$ cat src/rtl/apb_pkg.sv
// apb_pkg: shared types and default widths for the APB request arbiter.
// The FSM encoding is visible on the arbiter's dbg_state port.
package apb_pkg;

    typedef enum logic [1:0] {
        IDLE   = 2'd0,
        SETUP  = 2'd1,
        ACCESS = 2'd2
    } apb_state_e;

    localparam int APB_ADDR_W = 8;
    localparam int APB_DATA_W = 32;

endpackage

$ cat src/rtl/apb_rr_arbiter.sv
// apb_rr_arbiter: combinational round-robin pick. The search starts at
// last+1 and wraps modulo NREQ. The output is a one-hot grant, its encoded
// index, and a flag that is set when any request is present. The pointer
// register lives in the parent.
module apb_rr_arbiter #(
    parameter int NREQ = 4
) (
    input  logic [NREQ-1:0]         req,
    input  logic [$clog2(NREQ)-1:0] last,
    output logic [NREQ-1:0]         grant,
    output logic [$clog2(NREQ)-1:0] idx,
    output logic                    any
);

    localparam int IDX_W = $clog2(NREQ);

    // Walk NREQ candidates after last; the first active one wins.
    always_comb begin
        int               cand;
        logic [IDX_W-1:0] c;
        grant = '0;
        idx   = '0;
        any   = 1'b0;
        for (int k = 1; k <= NREQ; k++) begin
            cand = int'(last) + k;
            if (cand >= NREQ) begin
                cand = cand - NREQ;
            end
            c = IDX_W'(cand);
            if (!any && req[c]) begin
                any      = 1'b1;
                grant[c] = 1'b1;
                idx      = c;
            end
        end
    end

endmodule

$ cat src/rtl/apb_req_arbiter.sv
// apb_req_arbiter: round-robin front end that lets NREQ local requesters
// share one APB master port. It sequences transfers through IDLE/SETUP/ACCESS.
// Optional feature: define APB_ARB_TIMEOUT_EN to abort ACCESS after
// TIMEOUT wait cycles. The aborted transfer completes with rsp_err = 1.
//
// Handshake: a requester holds req_valid with a stable command until
// req_ready is high in the same cycle. That cycle is the acceptance.
// Dropping req_valid before acceptance withdraws the request. rsp_valid is
// a one-cycle pulse to the accepted requester and takes no back-pressure.
module apb_req_arbiter
    import apb_pkg::*;
#(
    parameter int NREQ    = 4,
    parameter int ADDR_W  = APB_ADDR_W,
    parameter int DATA_W  = APB_DATA_W,
    parameter int TIMEOUT = 16
) (
    input  logic                   PCLK,
    input  logic                   PRESET,
    input  logic [NREQ-1:0]        req_valid,
    input  logic [NREQ*ADDR_W-1:0] req_addr,
    input  logic [NREQ-1:0]        req_write,
    input  logic [NREQ*DATA_W-1:0] req_wdata,
    output logic [NREQ-1:0]        req_ready,
    output logic [NREQ-1:0]        rsp_valid,
    output logic [DATA_W-1:0]      rsp_rdata,
    output logic                   rsp_err,
    output logic                   PSEL,
    output logic                   PENABLE,
    output logic                   PWRITE,
    output logic [ADDR_W-1:0]      PADDR,
    output logic [DATA_W-1:0]      PWDATA,
    input  logic [DATA_W-1:0]      PRDATA,
    input  logic                   PREADY,
    output logic [1:0]             dbg_state
);

    localparam int IDX_W = $clog2(NREQ);

    apb_state_e       state, state_nxt;
    logic [IDX_W-1:0] last;
    logic [NREQ-1:0]  gnt_oh;
    logic [NREQ-1:0]  pend_mask, arb_req, arb_grant;
    logic [IDX_W-1:0] arb_idx;
    logic             arb_any, arb_en, do_grant, xfer_done, abort;

    // While a transfer is in ACCESS, its requester has been accepted but has
    // not yet seen rsp_valid. Exclude it from the pick.
    assign pend_mask = (state == ACCESS) ? gnt_oh : '0;
    assign arb_req   = req_valid & ~pend_mask;
    assign arb_en    = (state == IDLE) || ((state == ACCESS) && PREADY);
    assign do_grant  = arb_en && arb_any;
    assign xfer_done = (state == ACCESS) && PREADY;
    assign req_ready = do_grant ? arb_grant : '0;
    assign dbg_state = state;

    apb_rr_arbiter #(.NREQ(NREQ)) u_rr (
        .req   (arb_req),
        .last  (last),
        .grant (arb_grant),
        .idx   (arb_idx),
        .any   (arb_any)
    );

`ifdef APB_ARB_TIMEOUT_EN
    localparam int CNT_W = $clog2(TIMEOUT + 1);
    logic [CNT_W-1:0] wait_cnt;
    logic             rsp_err_q;

    // Count consecutive ACCESS wait cycles. The count clears while in SETUP, so each ACCESS phase starts at zero.
    always_ff @(posedge PCLK or posedge PRESET) begin
        if (PRESET) begin
            wait_cnt <= '0;
        end else if (state == SETUP) begin
            wait_cnt <= '0;
        end else if ((state == ACCESS) && !PREADY) begin
            wait_cnt <= wait_cnt + 1'b1;
        end
    end

    // Abort on the TIMEOUT-th wait cycle. A PREADY on that same cycle still completes the transfer normally.
    assign abort = (state == ACCESS) && !PREADY && (wait_cnt == CNT_W'(TIMEOUT - 1));

    // Error flag travels with the completion pulse.
    always_ff @(posedge PCLK or posedge PRESET) begin
        if (PRESET) begin
            rsp_err_q <= 1'b0;
        end else begin
            rsp_err_q <= abort;
        end
    end
    assign rsp_err = rsp_err_q;
`else
    assign abort   = 1'b0;
    assign rsp_err = 1'b0;
`endif

    // State register.
    always_ff @(posedge PCLK or posedge PRESET) begin
        if (PRESET) begin
            state <= IDLE;
        end else begin
            state <= state_nxt;
        end
    end

    // Next-state logic. A grant in the PREADY cycle makes the next SETUP follow immediately.
    always_comb begin
        state_nxt = state;
        case (state)
            IDLE:    state_nxt = do_grant ? SETUP : IDLE;
            SETUP:   state_nxt = ACCESS;
            ACCESS: begin
                if (PREADY) begin
                    state_nxt = do_grant ? SETUP : IDLE;
                end else if (abort) begin
                    state_nxt = IDLE;
                end
            end
            default: state_nxt = IDLE;
        endcase
    end

    // APB phase outputs decode from state alone.
    always_comb begin
        PSEL    = 1'b0;
        PENABLE = 1'b0;
        case (state)
            SETUP:  PSEL = 1'b1;
            ACCESS: begin
                PSEL    = 1'b1;
                PENABLE = 1'b1;
            end
            default: ;
        endcase
    end

    // On a grant, latch the winner's command and advance the pointer. Otherwise hold everything.
    always_ff @(posedge PCLK or posedge PRESET) begin
        if (PRESET) begin
            PADDR  <= '0;
            PWRITE <= 1'b0;
            PWDATA <= '0;
            last   <= IDX_W'(NREQ - 1);
            gnt_oh <= '0;
        end else if (do_grant) begin
            PADDR  <= req_addr[arb_idx*ADDR_W +: ADDR_W];
            PWRITE <= req_write[arb_idx];
            PWDATA <= req_wdata[arb_idx*DATA_W +: DATA_W];
            last   <= arb_idx;
            gnt_oh <= arb_grant;
        end
    end

    // Registered completion one cycle after PREADY or after an abort. Read data is zero for writes and for aborts.
    always_ff @(posedge PCLK or posedge PRESET) begin
        if (PRESET) begin
            rsp_valid <= '0;
            rsp_rdata <= '0;
        end else begin
            rsp_valid <= (xfer_done || abort) ? gnt_oh : '0;
            rsp_rdata <= (xfer_done && !PWRITE) ? PRDATA : '0;
        end
    end

endmodule

$ cat config.mk
export PLATFORM = sky130hd
export DESIGN_NAME = apb_req_arbiter
export DESIGN_NICKNAME = d
export VERILOG_FILES = /design/src/rtl/apb_pkg.sv /design/src/rtl/apb_rr_arbiter.sv /design/src/rtl/apb_req_arbiter.sv
export SDC_FILE = /design/constraint.sdc
export NUM_CORES = 1
export LEC_CHECK = 0
export CELL_PAD_IN_SITES_DETAIL_PLACEMENT = 1
export CELL_PAD_IN_SITES_GLOBAL_PLACEMENT = 1
export CORE_MARGIN = 2
export CORE_UTILIZATION = 25
export CTS_CLUSTER_SIZE = 16
export DETAILED_ROUTE_END_ITERATION = 10
export PLACE_DENSITY_LB_ADDON = 0.25
export SLEW_MARGIN = 10
export SYNTH_ARGS = -nofsm -noshare
export SYNTH_HDL_FRONTEND = slang
export SYNTH_SLANG_ARGS = --single-unit
$ cat constraint.sdc
create_clock -name PCLK -period 2.8 [get_ports PCLK]
set_input_delay 0.28 -clock PCLK [delete_from_list [all_inputs] [get_ports PCLK]]
set_output_delay 0.28 -clock PCLK [all_outputs]
set_load 0.01 [all_outputs]
==> results.py, run 1 <==
metrics = {
    "die": {
        "initial_utilization_pct": 25.7,
        "rows": 51,
        "core-area_um2": 19600,
        "die_h_um": 146,
        "die_w_um": 146,
        "io_pins": 289,
        "die_area_um2": 21300,
    },
    "worst_setup_path": {
        "rr_endpoint": "gnt_oh[2]$_DFFE_PP0P_",
        "path_max_fanout": 7,
        "r2r_cells": 13,
        "path_class": "reg -> reg",
        "critPathRequiredTime_ns": 3.04,
        "rrSetupSlack_ns": -0.08,
        "critPathLaunchType": "flop",
        "worstSetupEndpointType": "flop",
        "arrival_ns": 3.11,
        "timing.rr.start": "dbg_state[0]$_DFFE_PP0P_",
    },
    "yosys": {
        "ys_types": 45,
        "synth_fa_ha_area_share_pct": 2.98,
        "synth_xor_area_share_pct": 0.174,
        "synthMuxAreaShare_pct": 7.53,
        "yosysWarnings": 0,
        "synth_nets": 755,
        "synth_seq_cells": 85,
        "syn_area_per_cell_um2": 9.32,
        "synthArstFlopShare_pct": 100,
        "synth_edf_count": 0,
        "synth-simple-area-share_pct": 19.4,
        "synth_top_family_by_area": "compound AO/OA/AOI/OAI gates",
        "synth_compound_area_share_pct": 23.5,
        "synth_cells": 540,
        "synth-main-ff-cell": "dfrtp_1",
        "syn_area_um2": 5030,
        "synth_seq_area_share_pct": 42.3,
    },
    "hold_path": {
        "hp-class": "in -> async",
    },
    "sta": {
        "hold_violations": 0,
        "fmax_ghz": 0.348,
        "finalSetupViolations": 5,
        "setup_ws_ns": -0.0770,
        "rsz0062_at_grt": "true",
        "min_period_over_period_pct": 103,
        "slew-limit-headroom_pct": 38.8,
        "hold_slack_ns": 0.444,
        "slew_viol_final": 0,
        "tightest_slew_ns": 0.917,
        "period_minus_slack_ns": 2.88,
        "clock_skew_ns": 0.0136,
    },
    "routing": {
        "drt-total-wl_um": 23600,
        "drc": 0,
        "drt_iter0_drc": 186,
        "drt_pre_antenna_iters": 5,
        "via_count": 5832,
        "antenna_left": 0,
        "via_per_inst": 5.05,
        "avgRoutedWirePerCell_um": 20.4,
    },
    "pwr": {
        "p_per_area_nw_per_um2": 1140,
        "ir_drop_mv": 0.597,
        "power_leakage_nw": 3.93,
        "power_w": 0.0106,
    },
    "clocking": {
        "insertion_delay_ns": 0.35,
        "cts_root_buf": "clkbuf_16",
        "cts_tree": "done",
        "clock-sinks": 85,
        "hold_buffers": 0,
        "cts_buffers": 9,
        "clk_pin_slew_ns": 0.08,
        "clockBufferDepth": 2,
        "cts_htree_levels": 3,
    },
    "final_layout": {
        "antenna_cells": 0,
        "drive_above_1_share_pct": 16.3,
        "final_nets": 1100,
        "area_growth_syn_to_layout_pct": 84.9,
        "fin_area_um2": 9310,
    },
    "place": {
        "hpwl_um": 18000,
        "port-buffer-count": 287,
        "place.gp.congestion": 0.827,
        "place_area_um2": 8660,
        "preCtsSetupSlack_ns": -0.212,
    },
    "global_routing": {
        "grt_pass1_wl_um": 36300,
        "antenna_found_initial": 0,
        "grt_pass1_vias": 6349,
        "grt_util_all_layers_pct": 21.8,
        "gr-total-overflow": 0,
        "grt_max_degree": 54,
    },
    "job": {
        "cap_violations": 0,
    },
    "outcome": {
        "status": "finished with violations",
        "violations": "negative setup slack",
    },
}
cells in the final DEF, fill, tap and decap left out, types with 14 or more instances in the layout:
| master | count |
|---|---|
| nor2_1 | 28 |
| nand3_1 | 58 |
| buf_4 | 71 |
| a2bb2oi_1 | 28 |
| mux2i_1 | 28 |
| a21oi_1 | 18 |
| dfrtp_1 | 82 |
| nand2_1 | 50 |
| o22ai_1 | 14 |
| clkdlybuf4s50_1 | 283 |
| and2_1 | 33 |
| o211ai_1 | 43 |
through the flow:
step	instances	setup TNS, ns	utilization (%)
final	1155	-0.169	47.5
after global routing	1155	-3.84	47.5
after CTS	1151	0	46.9
after detailed placement	1114	-4.69	44.2
after global placement	1114	-1.54	44.2
after floorplan	540	0	-
cell usage after synthesis (3+ instances only):
master	number	area share, %
mux2_2	3	0.67
o22ai_1	14	1.7
nand4_1	13	1.6
mux2i_1	30	6.0
o221ai_1	13	2.3
o21ai_0	13	1.3
nand2b_1	3	0.37
o211ai_1	43	6.4
a2bb2oi_1	28	4.9
buf_2	3	0.30
a21o_1	5	0.75
a222oi_1	4	0.80
and2_1	33	4.1
clkbuf_1	34	2.5
inv_1	6	0.45
a21oi_1	20	2.0
nand3_1	58	5.8
nor2_1	31	2.3
nand2_1	52	3.9
nor2b_1	3	0.37
and3_1	4	0.50
dfrtp_1	83	41
ha_1	12	3.0
critical path, stage by stage, from the launching register on:
cell      delay (ns)
dfrtp_2         0.41
inv_2           0.08
ha_4            0.21
a21boi_2        0.10
mux4_2          0.54
buf_6           0.17
a222oi_1        0.35
a21oi_1         0.16
buf_4           0.16
buf_4           0.12
buf_4           0.12
buf_6           0.10
buf_6           0.10
a21o_1          0.14
worst max path at each step:
stage	startpoint	to	slack (ns)
after floorplan	last[1]$_DFFE_PP1P_	PWDATA[0]$_DFFE_PP0P_	0.02
after global placement	req_valid[0]	req_ready[3]	-0.11
after detailed placement	req_valid[1]	req_ready[1]	-0.21
after CTS	last[0]$_DFFE_PP1P_	req_ready[1]	0.002
after global routing	dbg_state[0]$_DFFE_PP0P_	gnt_oh[3]$_DFFE_PP0P_	-0.17
final	dbg_state[0]$_DFFE_PP0P_	gnt_oh[2]$_DFFE_PP0P_	-0.08
final cells by class:
| class | instances | area [um2] |
|---|---|---|
| clock buffers | 9 | 225 |
| clock inverters | 7 | 68.8 |
| fillers | 2200 | 10300 |
| inverters | 6 | 26.3 |
| multi-input cells | 407 | 2850 |
| flip-flops and latches | 85 | 2130 |
| well taps | 265 | 332 |
| repair buffers | 376 | 3670 |
state kept, by name, summed over array words and instances (netlist names):
signal,flops
dbg_state,2
rsp_rdata,32
PWRITE,1
rsp_valid,4
PWDATA,32
gnt_oh,4
PADDR,8
last,2
per-layer routing:
metal,track usage (%),vias up,share of wire [%]
met5,0,-,0
met4,6.52,0,2.3
met3,6.33,31,8.3
met2,38.2,250,50
met1,25.7,2846,40
li1,-,2705,-
power breakdown:
group | switching, W | internal (W)
sequential | 0.000239 | 0.00168
clock | 0.000598 | 0.000625
combinational | 0.00378 | 0.00365
cells by family (layout without fill, tap and decap cells):
family,Yosys count,in the layout
AOI/OAI and AO/OA,157,157
xor gates and xnor gates,1,1
other,1,1
muxes,35,35
and+or+nand+nor,201,201
adders and majority gates,12,12
buffers and inverters,48,398
DFF,85,85
what timing repair did:
item | 4_1_cts | 5_1_grt
setup endpoints to repair | 32 | 49
pin swaps | 9 | 7
buffers inserted | 20 | 3
cloned | 1 | 1
resized for setup | 32 | 17
Note: power is estimated with default switching activity, not from simulation.
==> run 2: changes to the inputs <==
--- a/config.mk
+++ b/config.mk
@@ -5,10 +5,12 @@
 export SDC_FILE = /design/constraint.sdc
 export NUM_CORES = 1
 export LEC_CHECK = 0
+export ABC_CLOCK_PERIOD_IN_PS = 2800
 export CELL_PAD_IN_SITES_DETAIL_PLACEMENT = 1
 export CELL_PAD_IN_SITES_GLOBAL_PLACEMENT = 1
 export CORE_MARGIN = 2
 export CORE_UTILIZATION = 25
+export CTS_CLUSTER_DIAMETER = 120
 export CTS_CLUSTER_SIZE = 16
 export DETAILED_ROUTE_END_ITERATION = 10
 export PLACE_DENSITY_LB_ADDON = 0.25
==> results of run 2 <==
Final layout, timing and power as in run 1 (identical DEF).
